### config.mk
export PLATFORM = sky130hd
export DESIGN_NAME = ship_motion_ctl
export DESIGN_NICKNAME = d
export VERILOG_FILES = /design/src/rtl/ship_motion_ctl_pkg.sv /design/src/rtl/ship_motion_ctl_tick_gen.sv /design/src/rtl/ship_motion_ctl.sv
export SDC_FILE = /design/constraint.sdc
export NUM_CORES = 1
export LEC_CHECK = 0
export ABC_AREA = 0
export CELL_PAD_IN_SITES_DETAIL_PLACEMENT = 1
export CELL_PAD_IN_SITES_GLOBAL_PLACEMENT = 1
export CORE_MARGIN = 5
export CORE_UTILIZATION = 45
export CTS_CLUSTER_DIAMETER = 40
export CTS_CLUSTER_SIZE = 16
export DETAILED_ROUTE_END_ITERATION = 10
export GPL_TIMING_DRIVEN = 0
export PLACE_DENSITY = 0.8
export SYNTH_ARGS = -nofsm -noshare
export SYNTH_HDL_FRONTEND = slang
export SYNTH_SLANG_ARGS = --single-unit
### constraint.sdc
create_clock -name pclk -period 3.3 [get_ports pclk]
set_input_delay 0.66 -clock pclk [delete_from_list [all_inputs] [get_ports pclk]]
set_output_delay 0.66 -clock pclk [all_outputs]
set_load 0.1 [all_outputs]
### src/rtl/ship_motion_ctl_pkg.sv
// Shared definitions for the player-ship motion controller: FSM state
// encodings, default play-field geometry and the x clamp helper.
package ship_motion_ctl_pkg;

   localparam logic [2:0] ST_IDLE    = 3'd0;
   localparam logic [2:0] ST_MOVE_L  = 3'd1;
   localparam logic [2:0] ST_MOVE_R  = 3'd2;
   localparam logic [2:0] ST_DEAD    = 3'd3;
   localparam logic [2:0] ST_RESPAWN = 3'd4;

   localparam int DEF_X_MIN      = 80;
   localparam int DEF_X_EDGE     = 944;
   localparam int DEF_SHIP_WIDTH = 83;

   localparam int XPOS_W  = 11;
   localparam int SPEED_W = 3;

   // Limit a signed intermediate x to [lo, hi] and return it as a screen coordinate.
   function automatic logic [XPOS_W-1:0] clamp_x(input logic signed [XPOS_W:0] v,
                                                 input logic signed [XPOS_W:0] lo,
                                                 input logic signed [XPOS_W:0] hi);
      logic signed [XPOS_W:0] r;
      r = v;
      if (v < lo) r = lo;
      else if (v > hi) r = hi;
      return r[XPOS_W-1:0];
   endfunction

endpackage

### src/rtl/ship_motion_ctl_tick_gen.sv
// Game tick generator: free-running prescaler that pulses o_tick for one
// pclk every TICK_DIV enabled cycles. Holding i_en low stalls the count.
module ship_motion_ctl_tick_gen #(
   parameter int TICK_DIV = 30000
) (
   input  logic pclk,
   input  logic rst,
   input  logic i_en,
   output logic o_tick
);

   localparam int CNT_W = $clog2(TICK_DIV);
   localparam logic [CNT_W-1:0] CNT_LAST = CNT_W'(TICK_DIV - 1);

   logic [CNT_W-1:0] r_cnt;

   // Prescaler count 0..TICK_DIV-1, advancing only while enabled.
   always_ff @(posedge pclk) begin
      if (rst) begin
         r_cnt <= '0;
      end else if (i_en) begin
         if (r_cnt == CNT_LAST) r_cnt <= '0;
         else                   r_cnt <= r_cnt + 1'b1;
      end
   end

   assign o_tick = i_en && (r_cnt == CNT_LAST);

endmodule

### src/rtl/ship_motion_ctl.sv
// Player-ship horizontal motion controller: turns left/right key levels into
// a ramped, clamped x position, and runs the death / respawn blink sequence.
module ship_motion_ctl
   import ship_motion_ctl_pkg::*;
#(
   parameter int RESET_X_POS   = 472,
   parameter int SHIP_WIDTH    = DEF_SHIP_WIDTH,
   parameter int X_MIN         = DEF_X_MIN,
   parameter int X_EDGE        = DEF_X_EDGE,
   parameter int TICK_DIV      = 30000,
   parameter int MAX_SPEED     = 4,
   parameter int ACCEL_TICKS   = 8,
   parameter int RESPAWN_TICKS = 120,
   parameter int BLINK_TICKS   = 8
) (
   input  logic               pclk,
   input  logic               rst,
   input  logic               dead_s,
   input  logic               left,
   input  logic               right,
   input  logic               freeze,
   output logic [XPOS_W-1:0]  xpos_out,
   output logic [SPEED_W-1:0] speed_out,
   output logic               ship_visible,
   output logic               respawn_busy
);

   localparam int X_MAX = X_EDGE - SHIP_WIDTH;
   localparam int ACC_W = (ACCEL_TICKS   > 1) ? $clog2(ACCEL_TICKS)   : 1;
   localparam int RSP_W = (RESPAWN_TICKS > 1) ? $clog2(RESPAWN_TICKS) : 1;
   localparam int BLK_W = (BLINK_TICKS   > 1) ? $clog2(BLINK_TICKS)   : 1;

   localparam logic [XPOS_W-1:0]        X_RST    = XPOS_W'(RESET_X_POS);
   localparam logic signed [XPOS_W:0]   XMIN_S   = (XPOS_W+1)'(X_MIN);
   localparam logic signed [XPOS_W:0]   XMAX_S   = (XPOS_W+1)'(X_MAX);
   localparam logic [SPEED_W-1:0]       SPD_MAX  = SPEED_W'(MAX_SPEED);
   localparam logic [ACC_W-1:0]         ACC_LAST = ACC_W'(ACCEL_TICKS - 1);
   localparam logic [RSP_W-1:0]         RSP_LAST = RSP_W'(RESPAWN_TICKS - 1);
   localparam logic [BLK_W-1:0]         BLK_LAST = BLK_W'(BLINK_TICKS - 1);

   logic [2:0]         r_state;
   logic [XPOS_W-1:0]  r_x;
   logic [SPEED_W-1:0] r_speed;
   logic [ACC_W-1:0]   r_acc;
   logic [RSP_W-1:0]   r_rsp;
   logic [BLK_W-1:0]   r_blk;
   logic               r_vis;

   logic                    w_tick;
   logic                    w_moving;
   logic                    w_stop;
   logic signed [XPOS_W:0]  w_x_s;
   logic signed [XPOS_W:0]  w_spd_s;
   logic [XPOS_W-1:0]       w_x_next;
   logic [SPEED_W-1:0]      w_spd_inc;

   ship_motion_ctl_tick_gen #(
      .TICK_DIV (TICK_DIV)
   ) u_tick (
      .pclk   (pclk),
      .rst    (rst),
      .i_en   (!freeze),
      .o_tick (w_tick)
   );

   // Candidate position/speed for the next motion tick and the stop condition of the active direction.
   always_comb begin
      w_moving  = (r_state == ST_MOVE_L) || (r_state == ST_MOVE_R);
      w_x_s     = $signed({1'b0, r_x});
      w_spd_s   = $signed({{(XPOS_W+1-SPEED_W){1'b0}}, r_speed});
      w_x_next  = r_x;
      w_stop    = 1'b0;
      if (r_state == ST_MOVE_L) begin
         w_x_next = clamp_x(w_x_s - w_spd_s, XMIN_S, XMAX_S);
         w_stop   = !left || right;
      end else if (r_state == ST_MOVE_R) begin
         w_x_next = clamp_x(w_x_s + w_spd_s, XMIN_S, XMAX_S);
         w_stop   = !right || left;
      end
      w_spd_inc = (r_speed >= SPD_MAX) ? SPD_MAX : r_speed + 1'b1;
   end

   // Motion / respawn state machine; freeze holds everything, reset overrides freeze.
   always_ff @(posedge pclk) begin
      if (rst) begin
         r_state <= ST_IDLE;
         r_x     <= X_RST;
         r_speed <= '0;
         r_acc   <= '0;
         r_rsp   <= '0;
         r_blk   <= '0;
         r_vis   <= 1'b1;
      end else if (!freeze) begin
         if ((r_state == ST_IDLE || w_moving) && dead_s) begin
            r_state <= ST_DEAD;
            r_x     <= '0;
            r_speed <= '0;
            r_acc   <= '0;
            r_vis   <= 1'b0;
         end else begin
            case (r_state)
               ST_IDLE: begin
                  if (left && !right) begin
                     r_state <= ST_MOVE_L;
                     r_speed <= SPEED_W'(1);
                     r_acc   <= '0;
                  end else if (right && !left) begin
                     r_state <= ST_MOVE_R;
                     r_speed <= SPEED_W'(1);
                     r_acc   <= '0;
                  end
               end
               ST_MOVE_L, ST_MOVE_R: begin
                  // A tick in the last cycle of a move still applies; leaving then zeroes speed.
                  if (w_tick) begin
                     r_x <= w_x_next;
                     if (r_acc == ACC_LAST) begin
                        r_acc   <= '0;
                        r_speed <= w_spd_inc;
                     end else begin
                        r_acc <= r_acc + 1'b1;
                     end
                  end
                  if (w_stop) begin
                     r_state <= ST_IDLE;
                     r_speed <= '0;
                     r_acc   <= '0;
                  end
               end
               ST_DEAD: begin
                  if (w_tick) begin
                     r_state <= ST_RESPAWN;
                     r_x     <= X_RST;
                     r_rsp   <= '0;
                     r_blk   <= '0;
                     r_vis   <= 1'b0;
                  end
               end
               ST_RESPAWN: begin
                  if (w_tick) begin
                     if (r_rsp == RSP_LAST) begin
                        r_state <= ST_IDLE;
                        r_rsp   <= '0;
                        r_blk   <= '0;
                        r_vis   <= 1'b1;
                     end else begin
                        r_rsp <= r_rsp + 1'b1;
                        if (r_blk == BLK_LAST) begin
                           r_blk <= '0;
                           r_vis <= !r_vis;
                        end else begin
                           r_blk <= r_blk + 1'b1;
                        end
                     end
                  end
               end
               default: begin
                  r_state <= ST_IDLE;
                  r_speed <= '0;
                  r_vis   <= 1'b1;
               end
            endcase
         end
      end
   end

   assign xpos_out     = r_x;
   assign speed_out    = r_speed;
   assign ship_visible = r_vis;
   assign respawn_busy = (r_state == ST_DEAD) || (r_state == ST_RESPAWN);

endmodule

==> summary.txt <==
GRT
  – Total GRT Usage: 0.2279
  – Largest net degree at the start of global routing: 16
  – Vias in the first global route: between 3000 and 4000
  – First-pass GRT wire length: around 18 mm
  – Initial antenna violation count: 0
  – Grt ovf: 0

Pwr
  – Total power: roughly 1.3 mW
  – Power Dens Cells: approximately 320 nW/µm²
  – Leak: 1.519 nW
  – Worst vdd ir: between 0.15 and 0.2 mV

Clocking
  – Clk_lat worst skew: approximately 0.32 ns
  – Clk slew on worst S/H paths: 0.10 ns
  – CTS tree: built
  – Max clock buf depth: 2
  – TritonCTS buffer count: 5
  – Sink Count: 46
  – Clock Tree Root: clkbuf_8
  – Hold-fix buffers at CTS: 0
  – H-tree levels: 2

Worst setup path
  – R2R Setup Slk: roughly 0.099 ns
  – Critical path type: reg2reg
  – Reg2reg start: speed_out[0]$_SDFFE_PP0P_
  – CP max FO: 8
  – Startpoint types: flip-flop
  – Worst r2r dst: xpos_out[5]$_SDFFE_PP0P_
  – CP startpoint: speed_out[0]$_SDFFE_PP0P_
  – FF-to-FF path depth: 11
  – CP arrival: between 3 and 4 ns
  – Setup crit end kind: flip-flop
  – Worst setup endpoint: xpos_out[5]$_SDFFE_PP0P_
  – Req. time, crit path: about 3.5 ns

Routing
  – Final WL: about 11 mm
  – Pre-antenna DRT Iters: 6
  – WL/cell: around 19 µm
  – Remaining DRCs: 0
  – Routed Antenna Nets: 0
  – Vias/cell: between 6 and 7
  – DR iter-0 viols: about 260
  – Vias: approximately 3600

Hold path
  – Worst hold-check path type: reg2reg

Timing
  – Fin. max-slew vios: 0
  – Setup violations, final: 0
  – Skew final: 0.005430 ns
  – Final setup TNS: 0 ns
  – Fin crit period: approximately 3.2 ns
  – Relative slew slack: 0.3501
  – Fin worst setup slack: roughly 0.099 ns
  – Hold Slack: 0.4692 ns
  – Final period util: 0.9701
  – Highest clock rate: roughly 310 MHz
  – Least-Margin Pin Slew: just under 1 ns
  – Final Hold Violating Endpoints: 0

Yosys
  – Number of distinct library cells after synthesis: 73
  – FF+latch count, synth: 46
  – Yosys warns: 0
  – Synth Instances: between 400 and 500
  – Synth Cell Area: roughly 3600 µm²
  – Part of the Yosys area used for sequential elements: 0.2579
  – Prevailing post-synth register cell: dfxtp_1
  – Synth Area per Inst: between 7 and 8 µm²
  – EDFF count, synth: 0
  – Syn Nets: about 490
  – Async set-or-reset flop fraction in the synthesized netlist: 0

Finish
  – Core Util, Final: 0.5217
  – Final Non-Filler Cells: approximately 600
  – Share of cells above drive strength 1: 0.08871
  – Design area: roughly 4000 µm²
  – Nets: between 500 and 600
  – Syn-to-layout area delta: 12.89%
  – Antenna cell count: 0

Floorplanning
  – Die area: 9817 µm²
  – # rows: 32
  – IO Count: 22
  – Initial core utilization: 0.4621
  – Die Span X: a little under 100 µm
  – Core Box Area: between 7000 and 8000 µm²
  – Die Y: about 99 µm

Run status
  – Outcome: finished, final reports clean

Placement
  – Placed Instances: 589
  – RePlAce Congestion: between 1 and 1.5
  – Total placed instance area: 3894 µm²
  – HPWL Detailed: between 8 and 9 mm
  – Port Buffers: 19
  – Pre-CTS setup slack: -0.05702 ns

Job
  – Max-Cap Viols: 0
metal layers:
metal / GRT usage / wire length [µm] / vias up
li1: - / - / 1730
met1: 0.2958 / 5033 / 1746
met2: 0.3750 / 5269 / 125
met3: 0.02902 / 558 / 24
met4: 0.1040 / 314 / 0
met5: 0 / 0 / -
kinds of logic after synthesis:
family	after synthesis	synth area share
flops	46	0.2579
xor+xnor	31	0.07603
fa+ha+maj	19	0.07008
compound gates	108	0.2165
buf+inv	40	0.04485
mux	8	0.02278
simple gates	216	0.3118
repair_timing:
item / in CTS / in global routing
setup buffers: 0 / 1
pin swaps: 0 / 1
hold endpoints to repair: 0 / 0
gates resized for setup: 5 / 8
setup endpoints to repair: 7 / 10
registers in the layout (all words and copies together) (netlist names):
signal	flops
u_tick.r_cnt	15
xpos_out	11
r_rsp	7
r_acc	3
r_blk	3
r_state	3
speed_out	3
ship_visible	1
synthesized netlist by cell type (11+ instances only):
cell type	number	area [µm²]
a21oi_1	29	145.1
clkbuf_1	14	52.55
dfxtp_1	46	920.9
ha_1	16	200.2
inv_1	16	60.06
nand2_1	44	165.2
nand2b_1	11	68.82
nand3_1	18	90.09
nor2_1	63	236.5
nor2b_1	14	87.58
xnor2_1	14	122.6
xor2_1	17	148.9
cells in the final DEF (no fill, tap or decap), types with 5 or more instances in the layout:
| master | count |
|---|---|
| nor2_1 | 63 |
| dfxtp_1 | 42 |
| ha_1 | 16 |
| inv_1 | 16 |
| o21ai_0 | 9 |
| a31oi_1 | 5 |
| o21ai_1 | 10 |
| and2_1 | 8 |
| xor2_1 | 17 |
| and3_1 | 10 |
| xnor2_1 | 14 |
| nor2b_1 | 14 |
| buf_2 | 9 |
| clkbuf_1 | 14 |
| o211ai_1 | 6 |
| nand3_1 | 18 |
| mux2i_1 | 7 |
| nor4_1 | 6 |
| a21oi_1 | 28 |
| nand2b_1 | 11 |
| nor3_1 | 9 |
| nand2_1 | 44 |
| nand4_1 | 5 |
| clkdlybuf4s50_1 | 18 |
| clkbuf_8 | 5 |
cell type report:
class | instances | area, µm²
plain buffers | 24 | 100.1
clock inverters | 3 | 18.77
multi-input cells | 382 | 2537
clock buffers | 5 | 68.82
repair buffers | 20 | 192.7
fillers | 976 | 3696
flip-flops and latches | 46 | 925.9
inverters | 16 | 60.06
well taps | 102 | 127.6
how the worst min path moves through the flow:
stage / depth (start not counted) / startpoint / slack [ns] / to
4_1_cts: 2 / r_blk[2]$_SDFFE_PP0P_ / 0.47 / r_blk[2]$_SDFFE_PP0P_
3_3_place_gp: 2 / r_blk[1]$_SDFFE_PP0P_ / 0.45 / r_blk[1]$_SDFFE_PP0P_
6_report: 2 / r_blk[2]$_SDFFE_PP0P_ / 0.47 / r_blk[2]$_SDFFE_PP0P_
5_1_grt: 2 / r_blk[2]$_SDFFE_PP0P_ / 0.49 / r_blk[2]$_SDFFE_PP0P_
2_1_floorplan: 2 / r_blk[1]$_SDFFE_PP0P_ / 0.44 / r_blk[1]$_SDFFE_PP0P_
3_5_place_dp: 2 / r_blk[2]$_SDFFE_PP0P_ / 0.46 / r_blk[2]$_SDFFE_PP0P_
critical path, cell delays in order, from the launching register on:
cell and delay, ns:
dfxtp_2 0.42, ha_1 0.25, fa_1 0.27, nor2b_1 0.14, buf_2 0.24, nor2_4 0.09
or2_0 0.25, a211oi_1 0.42, o41ai_2 0.20, a21oi_2 0.36, a21oi_1 0.14, a311oi_1 0.32
report_power, final:
| part | switching [mW] | leakage, nW | internal, mW |
|---|---|---|---|
| combinational | 0.238 | 1.10 | 0.0995 |
| clock | 0.231 | 0.0483 | 0.150 |
| sequential | 0.0165 | 0.375 | 0.570 |
| total | 0.485 | 1.52 | 0.819 |
No activity file was read; power rests on OpenSTA's default activity.
